[src/rtl/lcd_pkg.sv]
// lcd_pkg: shared constants and small helpers for the 4-bit HD44780-style LCD controller.
package lcd_pkg;

  // Bit positions inside the {E, RS, RW} control bus
  localparam int CTRL_E  = 2;
  localparam int CTRL_RS = 1;
  localparam int CTRL_RW = 0;

  // Instruction codes used by the controller
  localparam logic [7:0] CLEAR     = 8'h01;
  localparam logic [7:0] HOME      = 8'h02;
  localparam logic [7:0] HOME_ALT  = 8'h03;
  localparam logic [7:0] FUNC_4B2L = 8'h28;
  localparam logic [7:0] ENTRY     = 8'h06;
  localparam logic [7:0] DISP_ON   = 8'h0C;
  localparam logic [7:0] SET_DDRAM = 8'h80;

  // Timing constants in nanoseconds
  localparam longint unsigned T_PWR_NS   = 64'd15_000_000;
  localparam longint unsigned T_INIT0_NS = 64'd4_100_000;
  localparam longint unsigned T_INIT1_NS = 64'd100_000;
  localparam longint unsigned T_CMD_NS   = 64'd40_000;
  localparam longint unsigned T_CLR_NS   = 64'd1_640_000;
  localparam longint unsigned T_GAP_NS   = 64'd1_000;
  localparam longint unsigned T_SETUP_NS = 64'd40;
  localparam longint unsigned T_EHIGH_NS = 64'd230;
  localparam longint unsigned T_HOLD_NS  = 64'd10;

  // ceil(t * clk_hz) cycles, at least 1; waits of 1 us or more are shortened by scale
  function automatic int unsigned wait_cycles(input longint unsigned t_ns,
                                              input longint unsigned clk_hz,
                                              input longint unsigned scale);
    longint unsigned c;
    c = (t_ns * clk_hz + 64'd999_999_999) / 64'd1_000_000_000;
    if (t_ns >= 64'd1000) c = c / ((scale == 64'd0) ? 64'd1 : scale);
    if (c < 64'd1) c = 64'd1;
    return 32'(c);
  endfunction

  // DDRAM start address of each display row
  function automatic logic [6:0] row_base(input logic [1:0] r);
    case (r)
      2'd0:    return 7'h00;
      2'd1:    return 7'h40;
      2'd2:    return 7'h14;
      default: return 7'h54;
    endcase
  endfunction

  // Nibbles of the power-on wake-up sequence
  function automatic logic [3:0] init_nibble(input logic [1:0] i);
    return (i == 2'd3) ? 4'h2 : 4'h3;
  endfunction

  // Configuration bytes sent once the bus is in 4-bit mode
  function automatic logic [7:0] cfg_byte(input logic [1:0] i);
    case (i)
      2'd0:    return FUNC_4B2L;
      2'd1:    return ENTRY;
      2'd2:    return DISP_ON;
      default: return CLEAR;
    endcase
  endfunction

  // Instructions that need the long settle time and home the cursor
  function automatic logic is_slow_cmd(input logic [7:0] b);
    return (b == CLEAR) || (b == HOME) || (b == HOME_ALT);
  endfunction

endpackage

[src/rtl/lcd_nibble_tx.sv]
// lcd_nibble_tx: drives one nibble onto the bus with setup, E-high and hold timing.
module lcd_nibble_tx #(
  parameter int unsigned SETUP_CYC = 2,
  parameter int unsigned E_CYC     = 12,
  parameter int unsigned HOLD_CYC  = 1
) (
  input  logic       clk,
  input  logic       rst_n,
  input  logic       start,
  input  logic [3:0] nib,
  input  logic       rs,
  output logic       done,
  output logic [3:0] data,
  output logic       rs_out,
  output logic       e
);

  localparam logic [1:0] TX_IDLE  = 2'd0;
  localparam logic [1:0] TX_SETUP = 2'd1;
  localparam logic [1:0] TX_HIGH  = 2'd2;
  localparam logic [1:0] TX_HOLD  = 2'd3;

  localparam int unsigned CMAX = (E_CYC > SETUP_CYC) ?
                                 ((E_CYC > HOLD_CYC) ? E_CYC : HOLD_CYC) :
                                 ((SETUP_CYC > HOLD_CYC) ? SETUP_CYC : HOLD_CYC);
  localparam int CW = $clog2(CMAX + 1);

  logic [1:0]    phase;
  logic [CW-1:0] cnt;

  // Data and RS are only loaded while E is low; E pulses for exactly E_CYC cycles
  always_ff @(posedge clk or negedge rst_n) begin
    if (!rst_n) begin
      phase  <= TX_IDLE;
      cnt    <= '0;
      done   <= 1'b0;
      data   <= 4'h0;
      rs_out <= 1'b0;
      e      <= 1'b0;
    end else begin
      done <= 1'b0;
      case (phase)
        TX_IDLE: if (start) begin
          data   <= nib;
          rs_out <= rs;
          cnt    <= CW'(SETUP_CYC - 1);
          phase  <= TX_SETUP;
        end
        TX_SETUP: if (cnt == '0) begin
          e     <= 1'b1;
          cnt   <= CW'(E_CYC - 1);
          phase <= TX_HIGH;
        end else cnt <= cnt - 1'b1;
        TX_HIGH: if (cnt == '0) begin
          e     <= 1'b0;
          cnt   <= CW'(HOLD_CYC - 1);
          phase <= TX_HOLD;
        end else cnt <= cnt - 1'b1;
        default: if (cnt == '0) begin
          done  <= 1'b1;
          phase <= TX_IDLE;
        end else cnt <= cnt - 1'b1;
      endcase
    end
  end

endmodule

[src/rtl/lcd_nibble_ctrl.sv]
// lcd_nibble_ctrl: power-on init, config and cursor-tracking character writes over a 4-bit LCD bus.
module lcd_nibble_ctrl
  import lcd_pkg::*;
#(
  parameter int unsigned CLK_HZ     = 50_000_000,
  parameter int unsigned COLS       = 16,
  parameter int unsigned ROWS       = 2,
  parameter int unsigned TIME_SCALE = 1
) (
  input  logic       clk,
  input  logic       rst_n,
  input  logic       cmd_valid,
  input  logic [7:0] cmd_data,
  output logic       cmd_ready,
  input  logic       ch_valid,
  input  logic [7:0] ch_data,
  output logic       ch_ready,
  output logic       init_done,
  output logic [3:0] dataout,
  output logic [2:0] control
);

  localparam logic [2:0] PWR_WAIT  = 3'd0;
  localparam logic [2:0] INIT_NIB  = 3'd1;
  localparam logic [2:0] CFG       = 3'd2;
  localparam logic [2:0] IDLE      = 3'd3;
  localparam logic [2:0] ADDR      = 3'd4;
  localparam logic [2:0] SEND      = 3'd5;
  localparam logic [2:0] POST_WAIT = 3'd6;

  localparam logic [1:0] S_HI   = 2'd0;
  localparam logic [1:0] S_HI_W = 2'd1;
  localparam logic [1:0] S_GAP  = 2'd2;
  localparam logic [1:0] S_LO_W = 2'd3;

  localparam int unsigned C_PWR   = wait_cycles(T_PWR_NS,   CLK_HZ, TIME_SCALE);
  localparam int unsigned C_INIT0 = wait_cycles(T_INIT0_NS, CLK_HZ, TIME_SCALE);
  localparam int unsigned C_INIT1 = wait_cycles(T_INIT1_NS, CLK_HZ, TIME_SCALE);
  localparam int unsigned C_CMD   = wait_cycles(T_CMD_NS,   CLK_HZ, TIME_SCALE);
  localparam int unsigned C_CLR   = wait_cycles(T_CLR_NS,   CLK_HZ, TIME_SCALE);
  localparam int unsigned C_GAP   = wait_cycles(T_GAP_NS,   CLK_HZ, TIME_SCALE);
  localparam int unsigned C_SETUP = wait_cycles(T_SETUP_NS, CLK_HZ, TIME_SCALE);
  localparam int unsigned C_EHIGH = wait_cycles(T_EHIGH_NS, CLK_HZ, TIME_SCALE);
  localparam int unsigned C_HOLD  = wait_cycles(T_HOLD_NS,  CLK_HZ, TIME_SCALE);

  // The power-on idle is always the longest scaled wait, so it sizes the counter
  localparam int WAIT_W = (C_PWR > 1) ? $clog2(C_PWR) : 1;
  typedef logic [WAIT_W-1:0] wait_t;
  localparam wait_t W_PWR   = wait_t'(C_PWR - 1);
  localparam wait_t W_INIT0 = wait_t'(C_INIT0 - 1);
  localparam wait_t W_INIT1 = wait_t'(C_INIT1 - 1);
  localparam wait_t W_CMD   = wait_t'(C_CMD - 1);
  localparam wait_t W_CLR   = wait_t'(C_CLR - 1);
  localparam wait_t W_GAP   = wait_t'(C_GAP - 1);

  localparam logic [1:0] LAST_ROW = 2'(ROWS - 1);
  localparam logic [5:0] COLS_L   = 6'(COLS);

  logic [2:0] state, ret;
  logic [1:0] sub, idx, row, next_row, hit_row;
  logic [5:0] col, hit_col;
  wait_t      cnt, lim, init_lim, post_lim;
  logic [7:0] cur_byte, pend_ch, tx_byte;
  logic       rs_q, init_done_q, sending, addr_hit;
  logic       tx_start, tx_done, tx_e, tx_rs, tx_rs_in;
  logic [3:0] tx_data, tx_nib;

  // Pick the nibble to send and when to kick the transmitter
  always_comb begin
    sending  = (state == CFG) || (state == ADDR) || (state == SEND);
    tx_byte  = (state == CFG) ? cfg_byte(idx) : cur_byte;
    tx_rs_in = (state == SEND) && rs_q;
    tx_start = 1'b0;
    tx_nib   = tx_byte[7:4];
    if (state == INIT_NIB) begin
      tx_nib   = init_nibble(idx);
      tx_start = (sub == S_HI);
    end else if (sending) begin
      if (sub == S_HI) begin
        tx_start = 1'b1;
      end else if ((sub == S_GAP) && (cnt == lim)) begin
        tx_start = 1'b1;
        tx_nib   = tx_byte[3:0];
      end
    end
    case (idx)
      2'd0:    init_lim = W_INIT0;
      2'd1:    init_lim = W_INIT1;
      default: init_lim = W_CMD;
    endcase
    post_lim = (!tx_rs_in && is_slow_cmd(tx_byte)) ? W_CLR : W_CMD;
  end

  // Decode a Set-DDRAM address back into a visible (row, col); lowest row wins on overlap
  always_comb begin
    next_row = (row == LAST_ROW) ? 2'd0 : row + 2'd1;
    addr_hit = 1'b0;
    hit_row  = 2'd0;
    hit_col  = 6'd0;
    for (int r = 3; r >= 0; r--) begin
      if (r < int'(ROWS)) begin
        if (({1'b0, cmd_data[6:0]} >= {1'b0, row_base(2'(r))}) &&
            ({1'b0, cmd_data[6:0]} < ({1'b0, row_base(2'(r))} + 8'(COLS)))) begin
          addr_hit = 1'b1;
          hit_row  = 2'(r);
          hit_col  = 6'(cmd_data[6:0] - row_base(2'(r)));
        end
      end
    end
  end

  // Main sequencer: power-on wait, wake-up nibbles, config bytes, then serve requests
  always_ff @(posedge clk or negedge rst_n) begin
    if (!rst_n) begin
      state       <= PWR_WAIT;
      ret         <= PWR_WAIT;
      sub         <= S_HI;
      idx         <= 2'd0;
      row         <= 2'd0;
      col         <= 6'd0;
      cnt         <= '0;
      lim         <= '0;
      cur_byte    <= 8'h00;
      pend_ch     <= 8'h00;
      rs_q        <= 1'b0;
      init_done_q <= 1'b0;
    end else begin
      case (state)
        PWR_WAIT: if (cnt == W_PWR) begin
          cnt   <= '0;
          idx   <= 2'd0;
          sub   <= S_HI;
          state <= INIT_NIB;
        end else cnt <= cnt + 1'b1;
        INIT_NIB: if (sub == S_HI) begin
          sub <= S_HI_W;
        end else if (tx_done) begin
          lim   <= init_lim;
          cnt   <= '0;
          ret   <= (idx == 2'd3) ? CFG : INIT_NIB;
          idx   <= idx + 2'd1;
          state <= POST_WAIT;
        end
        CFG, ADDR, SEND: case (sub)
          S_HI:   sub <= S_HI_W;
          S_HI_W: if (tx_done) begin
            lim <= W_GAP;
            cnt <= '0;
            sub <= S_GAP;
          end
          S_GAP: if (cnt == lim) begin
            cnt <= '0;
            sub <= S_LO_W;
          end else cnt <= cnt + 1'b1;
          default: if (tx_done) begin
            lim   <= post_lim;
            cnt   <= '0;
            state <= POST_WAIT;
            if (state == CFG) begin
              ret <= (idx == 2'd3) ? IDLE : CFG;
              idx <= idx + 2'd1;
            end else if (state == ADDR) begin
              ret <= SEND;
            end else begin
              ret <= IDLE;
            end
          end
        endcase
        POST_WAIT: if (cnt == lim) begin
          cnt   <= '0;
          sub   <= S_HI;
          state <= ret;
          if (ret == IDLE) init_done_q <= 1'b1;
          if (ret == SEND) begin
            cur_byte <= pend_ch;
            rs_q     <= 1'b1;
            col      <= col + 6'd1;
          end
        end else cnt <= cnt + 1'b1;
        IDLE: if (init_done_q) begin
          if (cmd_valid) begin
            cur_byte <= cmd_data;
            rs_q     <= 1'b0;
            sub      <= S_HI;
            state    <= SEND;
            if (is_slow_cmd(cmd_data)) begin
              row <= 2'd0;
              col <= 6'd0;
            end else if (cmd_data[7] && addr_hit) begin
              row <= hit_row;
              col <= hit_col;
            end
          end else if (ch_valid) begin
            pend_ch <= ch_data;
            sub     <= S_HI;
            if (col == COLS_L) begin
              cur_byte <= SET_DDRAM | {1'b0, row_base(next_row)};
              rs_q     <= 1'b0;
              row      <= next_row;
              col      <= 6'd0;
              state    <= ADDR;
            end else begin
              cur_byte <= ch_data;
              rs_q     <= 1'b1;
              col      <= col + 6'd1;
              state    <= SEND;
            end
          end
        end
        default: state <= PWR_WAIT;
      endcase
    end
  end

  lcd_nibble_tx #(
    .SETUP_CYC (C_SETUP),
    .E_CYC     (C_EHIGH),
    .HOLD_CYC  (C_HOLD)
  ) u_tx (
    .clk    (clk),
    .rst_n  (rst_n),
    .start  (tx_start),
    .nib    (tx_nib),
    .rs     (tx_rs_in),
    .done   (tx_done),
    .data   (tx_data),
    .rs_out (tx_rs),
    .e      (tx_e)
  );

  assign cmd_ready        = (state == IDLE) && init_done_q;
  assign ch_ready         = (state == IDLE) && init_done_q;
  assign init_done        = init_done_q;
  assign dataout          = tx_data;
  assign control[CTRL_E]  = tx_e;
  assign control[CTRL_RS] = tx_rs;
  assign control[CTRL_RW] = 1'b0;

endmodule

[config.mk]
export PLATFORM = sky130hd
export DESIGN_NAME = lcd_nibble_ctrl
export DESIGN_NICKNAME = d
export VERILOG_FILES = /design/src/rtl/lcd_pkg.sv /design/src/rtl/lcd_nibble_tx.sv /design/src/rtl/lcd_nibble_ctrl.sv
export SDC_FILE = /design/constraint.sdc
export NUM_CORES = 1
export LEC_CHECK = 0
export BUFFER_PORTS_ARGS = -buffer_cell sky130_fd_sc_hd__buf_2
export CAP_MARGIN = 20
export CORE_MARGIN = 2
export CORE_UTILIZATION = 55
export CTS_CLUSTER_DIAMETER = 60
export DETAILED_ROUTE_END_ITERATION = 6
export PLACE_DENSITY_LB_ADDON = 0.1
export SYNTH_ARGS = -nofsm -noshare
export SYNTH_HDL_FRONTEND = slang
export SYNTH_SLANG_ARGS = --single-unit
[constraint.sdc]
create_clock -name clk -period 2.75 [get_ports clk]
set_clock_uncertainty 0.2 [all_clocks]
set_input_delay 0.4125 -clock clk [delete_from_list [all_inputs] [get_ports clk]]
set_output_delay 0.4125 -clock clk [all_outputs]
set_load 0.02 [all_outputs]
* Word level (Yosys, flattened, before mapping)
Index checks and enable logic that the tools add are counted.
** Storage, ports and cells
- Register bits :: 89
- Input bits :: 20
- Logic and storage cells :: 240
** Cells by class
- Reductions and logical operators :: 48
- Bitwise gates (word level) :: 1
- Multiplexer cells :: 113
- Equal/unequal tests :: 49
- Add/sub/neg operators :: 7
- Order comparisons :: 4
** Operators with widths (number)
- two-way mux 20 bit :: 8
- case mux 20 bit (2 select lines) :: 3
- case mux 20 bit (4 select lines) :: 1
- two-way mux 6 bit :: 12
- two-way mux 8 bit :: 7
- two-way mux 2 bit :: 25
- two-way mux 3 bit :: 14
- case mux 18 bit (2 select lines) :: 1
- equality test 8 x 2 -> 1 bit (second input constant) :: 4
- two-way mux 4 bit :: 8
- case mux 7 bit (3 select lines) :: 1
- adder 20 x 1 -> 20 bit (second input constant) :: 1
- equality test 20 bit :: 1
- equality test 20 bit (second input constant) :: 1
- two-way mux 1 bit :: 20
- inequality test 2 bit (second input constant) :: 10
- AND reduction 5 bit :: 4
- case mux 2 bit (3 select lines) :: 3
- case mux 6 bit (3 select lines) :: 1
- two-way mux 17 bit :: 1
- equality test 8 x 1 -> 1 bit (second input constant) :: 2
- case mux 8 bit (2 select lines) :: 1
- case mux 3 bit (5 select lines) :: 1
- equality test 3 bit (second input constant) :: 4
- other kinds (42) :: 88

* Longest topological paths before layout
Gate-level depths: netlist of run 1.
- Depth after elaboration :: 11
- Gate-level depth with buffers :: 9
- Mapped depth without buffers :: 8

* Hierarchy
From an unflattened synthesis of run 1, not the netlist that was laid out.
** Unflattened totals
- Cells, all modules :: 584
- Area total of the unflattened synthesis :: 5134.9 um^2
** By module, submodules not included
- lcd_nibble_ctrl :: area an instance 4413.0 um^2, instances 1, cells an instance 514
- lcd_nibble_tx :: area an instance 721.9 um^2, instances 1, cells an instance 70

* Worst setup path before layout of run 1
Ideal clock, no wire load.
- Path type :: register -> register
- From :: reg cnt[0]
- To :: reg idx[0]
- Arrival time :: 2.218 ns
- Stages on the path, launching flop included :: 8
- Path buffers :: 0
- Path slack :: 0.207 ns
- Data required time :: 2.425 ns
- Library setup time :: 0.125 ns
- Path through :: dfrtp_1 > ha_1 > nand4_1 > or4_1 > o21a_1 > or2_1 > or3_1 > mux2_4
** Between the ends
- Cells in the longest elaborated chain, start to end :: 3
** Ends and longest elaborated chain
- start: declaration :: RTL line lcd_nibble_ctrl.sv:62 : wait_t cnt, lim, init_lim, post_lim;
- start signal: assignment :: RTL line lcd_nibble_ctrl.sv:134 : end else cnt <= cnt + 1'b1;
- start signal: assignment :: RTL line lcd_nibble_ctrl.sv:154 : end else cnt <= cnt + 1'b1;
- start signal: assignment :: RTL line lcd_nibble_ctrl.sv:179 : end else cnt <= cnt + 1'b1;
- equality test 20 bit :: RTL line lcd_nibble_ctrl.sv:129 : PWR_WAIT: if (cnt == W_PWR) begin
- inequality test 2 bit (no line)
- AND reduction 7 bit (no line)
- end signal: assignment :: RTL line lcd_nibble_ctrl.sv:141 : idx <= idx + 2'd1;
- end signal: assignment :: RTL line lcd_nibble_ctrl.sv:161 : idx <= idx + 2'd1;
- end: declaration :: RTL line lcd_nibble_ctrl.sv:60 : logic [1:0] sub, idx, row, next_row, hit_row;
Every way passes these cells.
A chain may end at the register's enable or synchronous reset.

* Worst setup path in the final report of run 1
Same ends and word-level chain as after synthesis.

==> impl_results.md, run 1 <==
* Run status: finished clean
* Total GRT Usage at 0.271
* P_leak at 2.73 nW
* Worst reg2reg path endpoint: idx[0]
* Remaining DRCs at 0
* Via count at 4514
* Clk_lat worst skew at 370 ps
* Tmin final at 2670 ps
* R2r worst-path depth at 7
* Total Wirelength at 12.9 mm
* Total gr overflow at 0
* CP peak stage delay at 530 ps
* Layout cells sized above 1 at 0.180
* Worst Setup End Kind: register
* Area of the core at 9240 µm²
* Initial antenna violation count at 0
* FF+latch count, synth at 81
* Worst-margin pin slew at 569 ps
* Number of synthesized flops with an enable pin at 0
* Worst hold slack at 83.2 ps
* Largest net degree at the start of global routing at 46
* Largest area contributor in the netlist: dfrtp_1
* Max Buffers Root-to-Sink at 2
* Syn Std Cell Area at 5250 µm²
* Gpl congestion at 0.850
* Synth Flop Type: dfrtp_1
* Synth warnings at 0
* Clock sink total at 81
* WP data required at 2800 ps
* WL/cell at 17.1 µm
* Hold Violations, Final at 0
* Post-Syn Instances at 592
* Asr flop ratio synth at 1.00
* Area grow syn2layout at 11.9%
* Worst hold path type: primary input to register
* RSZ-0062 raised after global routing: true
* First-pass GRT wire length at 21.8 mm
* Die area at 10300 µm²
* Worst path arrival time at 2720 ps
* Max-Cap Viols at 0
* F_max at 375 MHz
* Fill cell total of the finished layout at 838
* Die height at 102 µm
* Placed cell count at 742
* Pre-Repair DR Iteration Count at 4
* Cts bufs inserted at 9
* Multi-input logic area at 2970 µm²
* Vias in the first global route at 4370
* CP Class: register to register
* Diodes inserted at 0
* TritonCTS clock tree: yes
* Distinct cells, synth at 72
* CTS root buffer: clkbuf_8
* Non-filler cells, final at 758
* Hold Startpoint: ch_data[3]
* Top-Level Pins at 30
* Final Max Slew Viols at 0
* Antenna Violating Nets Remaining at 0
* Nets at 666
* Hold Path End: pend_ch[3]
* Initial Util at 0.568
* Reg2Reg Launch Point: cnt[0]
* Via-to-Cell Ratio at 5.96
* Row cnt at 35
* Iter 0 DRT Violations at 266
* Peak supply drop at 0.247 mV
* CTS H-tree lvls at 3
* FF/Latch Area at 2030 µm²
* Crit Path Max Fanout at 4
* CP Launch Type: register
* Syn_nets at 633
* Die Span X at 102 µm
* CP max stage cell: or4_1
* Slew HR at 0.620
* CP cell instances: ha_1, nand4_1, or4_1, o21a_1, or2_1, or3_1, mux2_4
* Fin crit share at 0.969
* # port buffers at 28
* Synthesized area per cell at 8.86 µm²
* Seq/Total Area, Yosys at 0.386
* PwrDens at 391 nW/µm²
* Synth top area share at 0.386
* Final setup viols at 0
* FF-to-FF setup slack at 80 ps
* Worst Hold Depth at 2
* Cell types occupying the most area after synthesis: dfrtp_1, mux2_2, ha_1
* Detail Placement HPWL at 9.57 mm
* Clock Pin Slew Worst Setup and Hold Paths at 90 ps
-- cells by family (layout without fill, tap and decap cells) --
group                    after synthesis  count (layout)  synth area share
AND/OR/NAND/NOR                      205             205             0.200
AO/OA/AOI/OAI                        170             170             0.212
flip-flops                            81              81             0.386
buffers and inverters                 64             101            0.0503
multiplexers                          39              39            0.0820
adder cells (fa/ha/maj)               21              21            0.0501
XOR/XNOR                              11              11            0.0184
other                                  1               1          0.000715
-- Yosys cell counts, types with 6 or more instances --
| master | count |
|---|---|
| a21oi_1 | 26 |
| a22o_1 | 6 |
| a31oi_1 | 37 |
| and2_1 | 6 |
| and3_1 | 11 |
| buf_2 | 7 |
| clkbuf_1 | 21 |
| dfrtp_1 | 81 |
| ha_1 | 21 |
| inv_1 | 31 |
| mux2_2 | 28 |
| mux2i_1 | 10 |
| nand2_1 | 56 |
| nand3_1 | 26 |
| nand4_1 | 11 |
| nor2_1 | 39 |
| nor2b_1 | 10 |
| nor3_1 | 10 |
| o21ai_0 | 40 |
| o22ai_1 | 7 |
| xnor2_1 | 10 |
-- metal layers --
layer  GRT usage  wire [µm]  vias to the layer above
met5           0          0                        -
met4      0.0915        208                        0
met3      0.0435        344                       13
met2       0.455       6470                       67
met1       0.357       5910                     2192
li1            -          -                     2242
-- per-stage QoR --
stage / TNS, ps / setup slack, ps / util / cell area, µm² / power (mW)
3_5_place_dp: 0 / 71.0 / 0.609 / 5620 / 1.30
2_1_floorplan: 0 / 207 / - / 5250 / 1.24
4_1_cts: 0 / 40.2 / 0.634 / 5860 / 2.31
6_report: 0 / 84.0 / 0.636 / 5870 / 2.29
3_3_place_gp: 0 / 156 / 0.609 / 5620 / 1.30
5_1_grt: -12.8 / -12.8 / 0.636 / 5870 / 2.38
-- critical path, delay by kind of cell, from the launching register on --
family	cells	cell delay [ps]
compound gates	1	220
flops	1	370
fa+ha+maj	1	210
mux	1	260
simple gates	4	1290
-- power breakdown --
part	internal, mW	switching (mW)	total (mW)
clock network	0.558	0.459	1.02
logic	0.0283	0.0568	0.0850
registers	1.19	0.00143	1.19
-- flip-flops by register name, summed over array words and instances, names as in the netlist --
name         flops
cnt             20
col              6
cur_byte         8
idx              2
init_done        1
lim             12
pend_ch          8
ret              3
row              2
rs_q             1
state            3
sub              2
u_tx.cnt         4
u_tx.data        4
u_tx.done        1
u_tx.e           1
u_tx.phase       2
u_tx.rs_out      1
-- area by class of cell --
type,count,share of cell area
Clock buffer,11,0.0258
Clock inverter,4,0.0130
Inverter,31,0.0198
Multi-Input combinational cell,447,0.505
Sequential cell,81,0.345
Tap cell,129,0.0275
Timing Repair Buffer,55,0.0635
-- how the worst max path moves through the flow --
stage	from	endpoint	slack [ps]	cells past startpoint
4_1_cts	cnt[0]	state[0]	40	7
2_1_floorplan	cnt[0]	idx[0]	210	7
3_3_place_gp	cnt[0]	state[0]	160	7
5_1_grt	cnt[0]	idx[0]	-10	7
3_5_place_dp	cnt[0]	state[0]	70	7
6_report	cnt[0]	idx[0]	80	7
-- timing repair --
action / CTS / global route
setup endpoints to repair: 0 / 3
endpoints found under the hold margin: 36 / 0
hold buffers: 1 / 0
gates resized for setup: 0 / 3
buffers inserted: 0 / 0
-- cells in the final DEF, fill, tap and decap left out, types with 6 or more instances in the layout --
cell	instances
clkbuf_8	11
and2_1	6
nand2_1	56
mux2_2	28
xnor2_1	10
ha_1	21
nor2b_1	10
nor2_1	39
dfrtp_1	81
o21ai_0	40
nand3_1	26
a31oi_1	37
buf_2	27
and3_1	11
inv_1	31
nand4_1	11
o22ai_1	7
buf_4	25
a21oi_1	26
nor3_1	10
mux2i_1	10
(Power assumes the default switching activity.)
==> run 2, diff against run 1 <==
clock period = 3.03 ns   (was 2.75 ns; I/O delays follow)
==> run 2 against run 1 <==
Cell area fell by 0.85%. Largest cell class unchanged. Critical endpoint is now state[0]. Clock power rose by 12%. Global-route usage fell by 0.70 points. Register-to-register slack improved by 90 ps. Via count rose by 1.8%. Flip-flop and latch count did not move. Die area did not move. Critical path depth did not move.
==> impl_results.md, run 2 (synthesis gave the netlist of run 1 again) <==
* Run status: finished clean
* Slew HR at 0.508 (-0.112)
* Fin crit share at 0.943 (-0.0267)
* Iter 0 DRT Violations at 297 (+12%)
* Nets at 654 (-1.8%)
* Post-CTS Setup Inserts at 0 (unchanged)
* Die area at 10300 µm² (unchanged)
* Most frequent cells in the layout: dfrtp_1, nand2_1, o21ai_0
* Tmin final at 2860 ps (+191 ps)
* Total Wirelength at 12.9 mm (about the same)
* Worst hold slack at 131 ps (+47.6 ps)
* Die Span X at 102 µm (unchanged)
* Clk_lat worst skew at 360 ps (about the same)
* RSZ-0062 raised after global routing: false
* Hold Violations, Final at 0 (unchanged)
* Cts bufs inserted at 9 (unchanged)
* # port buffers at 28 (unchanged)
* Max-Cap Viols at 0 (unchanged)
* TritonCTS clock tree: yes
* WL/cell at 17.3 µm (+1.5%)
* Die height at 102 µm (unchanged)
* Worst path arrival time at 2900 ps (+180 ps)
* PwrDens at 395 nW/µm² (+0.99%)
* Worst-margin pin slew at 738 ps (+170 ps)
* Top-Level Pins at 30 (unchanged)
* Crit Path Max Fanout at 6 (+2)
* Metal2 WL at 6.49 mm (+0.23%)
* Antenna Violating Nets Remaining at 0 (unchanged)
* Fill cell total of the finished layout at 769 (-8.2%)
* Peak supply drop at 0.295 mV (+20%)
* Pre-Repair DR Iteration Count at 5 (+1)
* CP Class: register to register
* Worst Setup End Kind: register
* CTS root buffer: clkbuf_8
* Total GRT Usage at 0.264 (-0.00703)
* Final Max Slew Viols at 0 (unchanged)
* Final setup viols at 0 (unchanged)
* Sum of negative setup slack at 0 ps (unchanged)
* Biggest register: cnt
* Post-cts hold buffer count at 1 (unchanged)
* Vias in the first global route at 4311 (-1.4%)
* Max reg flops at 20 (unchanged)
* Met3 wire len at 591 µm (+72%)
* Met1 WL at 5.74 mm (-2.7%)
* Largest regs: cnt: 20 flops, lim: 12 flops
* Final Util at 0.630 (-0.00542)
* WP data required at 3070 ps (+270 ps)
* Placed cell count at 730 (-1.6%)
* Clock Pin Slew Worst Setup and Hold Paths at 90 ps (about the same)
* Post-cts resize count at 0 (unchanged)
* Clock sink total at 81 (unchanged)
* Via count at 4593 (+1.8%)
* Gpl congestion at 0.899 (+5.8%)
* Max Buffers Root-to-Sink at 2 (unchanged)
* F_max at 350 MHz (-6.7%)
* Non-filler cells, final at 747 (-1.5%)
* Remaining DRCs at 0 (unchanged)
* Initial Util at 0.568 (unchanged)
* First-pass GRT wire length at 21.4 mm (-2.0%)
* Initial antenna violation count at 0 (unchanged)
* Diodes inserted at 0 (unchanged)
* Total gr overflow at 0 (unchanged)
* Detail Placement HPWL at 9.35 mm (-2.3%)
* Area of the core at 9240 µm² (unchanged)
* Area grow syn2layout at 11.0%
* Via-to-Cell Ratio at 6.15 (+3.2%)
* Row cnt at 35 (unchanged)
* P_leak at 2.69 nW (-1.3%)
* Commonest non-fill, non-tap cell in the layout: dfrtp_1
* DR top layer: met4
* Layout cells sized above 1 at 0.159 (-0.0211)
* Worst hold path type: primary input to register
* CP Launch Type: register
* CTS H-tree lvls at 3 (unchanged)
* Largest net degree at the start of global routing at 56 (+22%)
[run 2: through the flow]
stage	worst slack [ps]	area [µm²]	power, mW
after floorplan	487	5250	1.13
after global placement	348	5520	1.18
after detailed placement	251	5520	1.18
after CTS	222	5820	2.31
after global routing	35.6	5820	2.37
final	173	5820	2.30
[run 2: final cells by class]
| class | instances | area, µm² | share of cell area |
|---|---|---|---|
| multi-input cells | 447 | 2960 | 0.508 |
| flip-flops and latches | 81 | 2030 | 0.348 |
| repair buffers | 43 | 270 | 0.0464 |
| well taps | 129 | 161 | 0.0277 |
| clock inverters | 5 | 150 | 0.0258 |
| clock buffers | 11 | 141 | 0.0243 |
| inverters | 31 | 116 | 0.0200 |
[run 2: path summary, 6_finish.rpt]
kind                       startpoint          end  slack, ps  cells after the start
min in group asynchronous       rst_n       cnt[8]        500                      2
min reg2reg                   lim[12]      lim[12]        310                      2
min                        ch_data[3]   pend_ch[3]        130                      2
max reg2reg                    cnt[0]     state[0]        170                      7
max                            cnt[0]     state[0]        170                      7
max in group asynchronous       rst_n  cur_byte[3]       1490                      3
[run 2: where the power goes]
part | leakage, nW | switching, mW | internal [mW]
Clock | 0.144 | 0.405 | 0.738
Combinational | 1.46 | 0.0491 | 0.0239
Sequential | 1.08 | 0.00124 | 1.08
[run 2: worst max-delay path, stage by stage (launching register included)]
cell,delay [ps]
dfrtp_1,450
ha_1,250
nand4_1,150
or4_1,540
o21a_1,230
or2_1,270
a221oi_1,270
mux2_2,380
[run 2: layer usage]
layer | vias up | global-route usage
li1 | 2218 | -
met1 | 2231 | 0.354
met2 | 134 | 0.446
met3 | 10 | 0.0442
met4 | 0 | 0.0665
met5 | - | 0
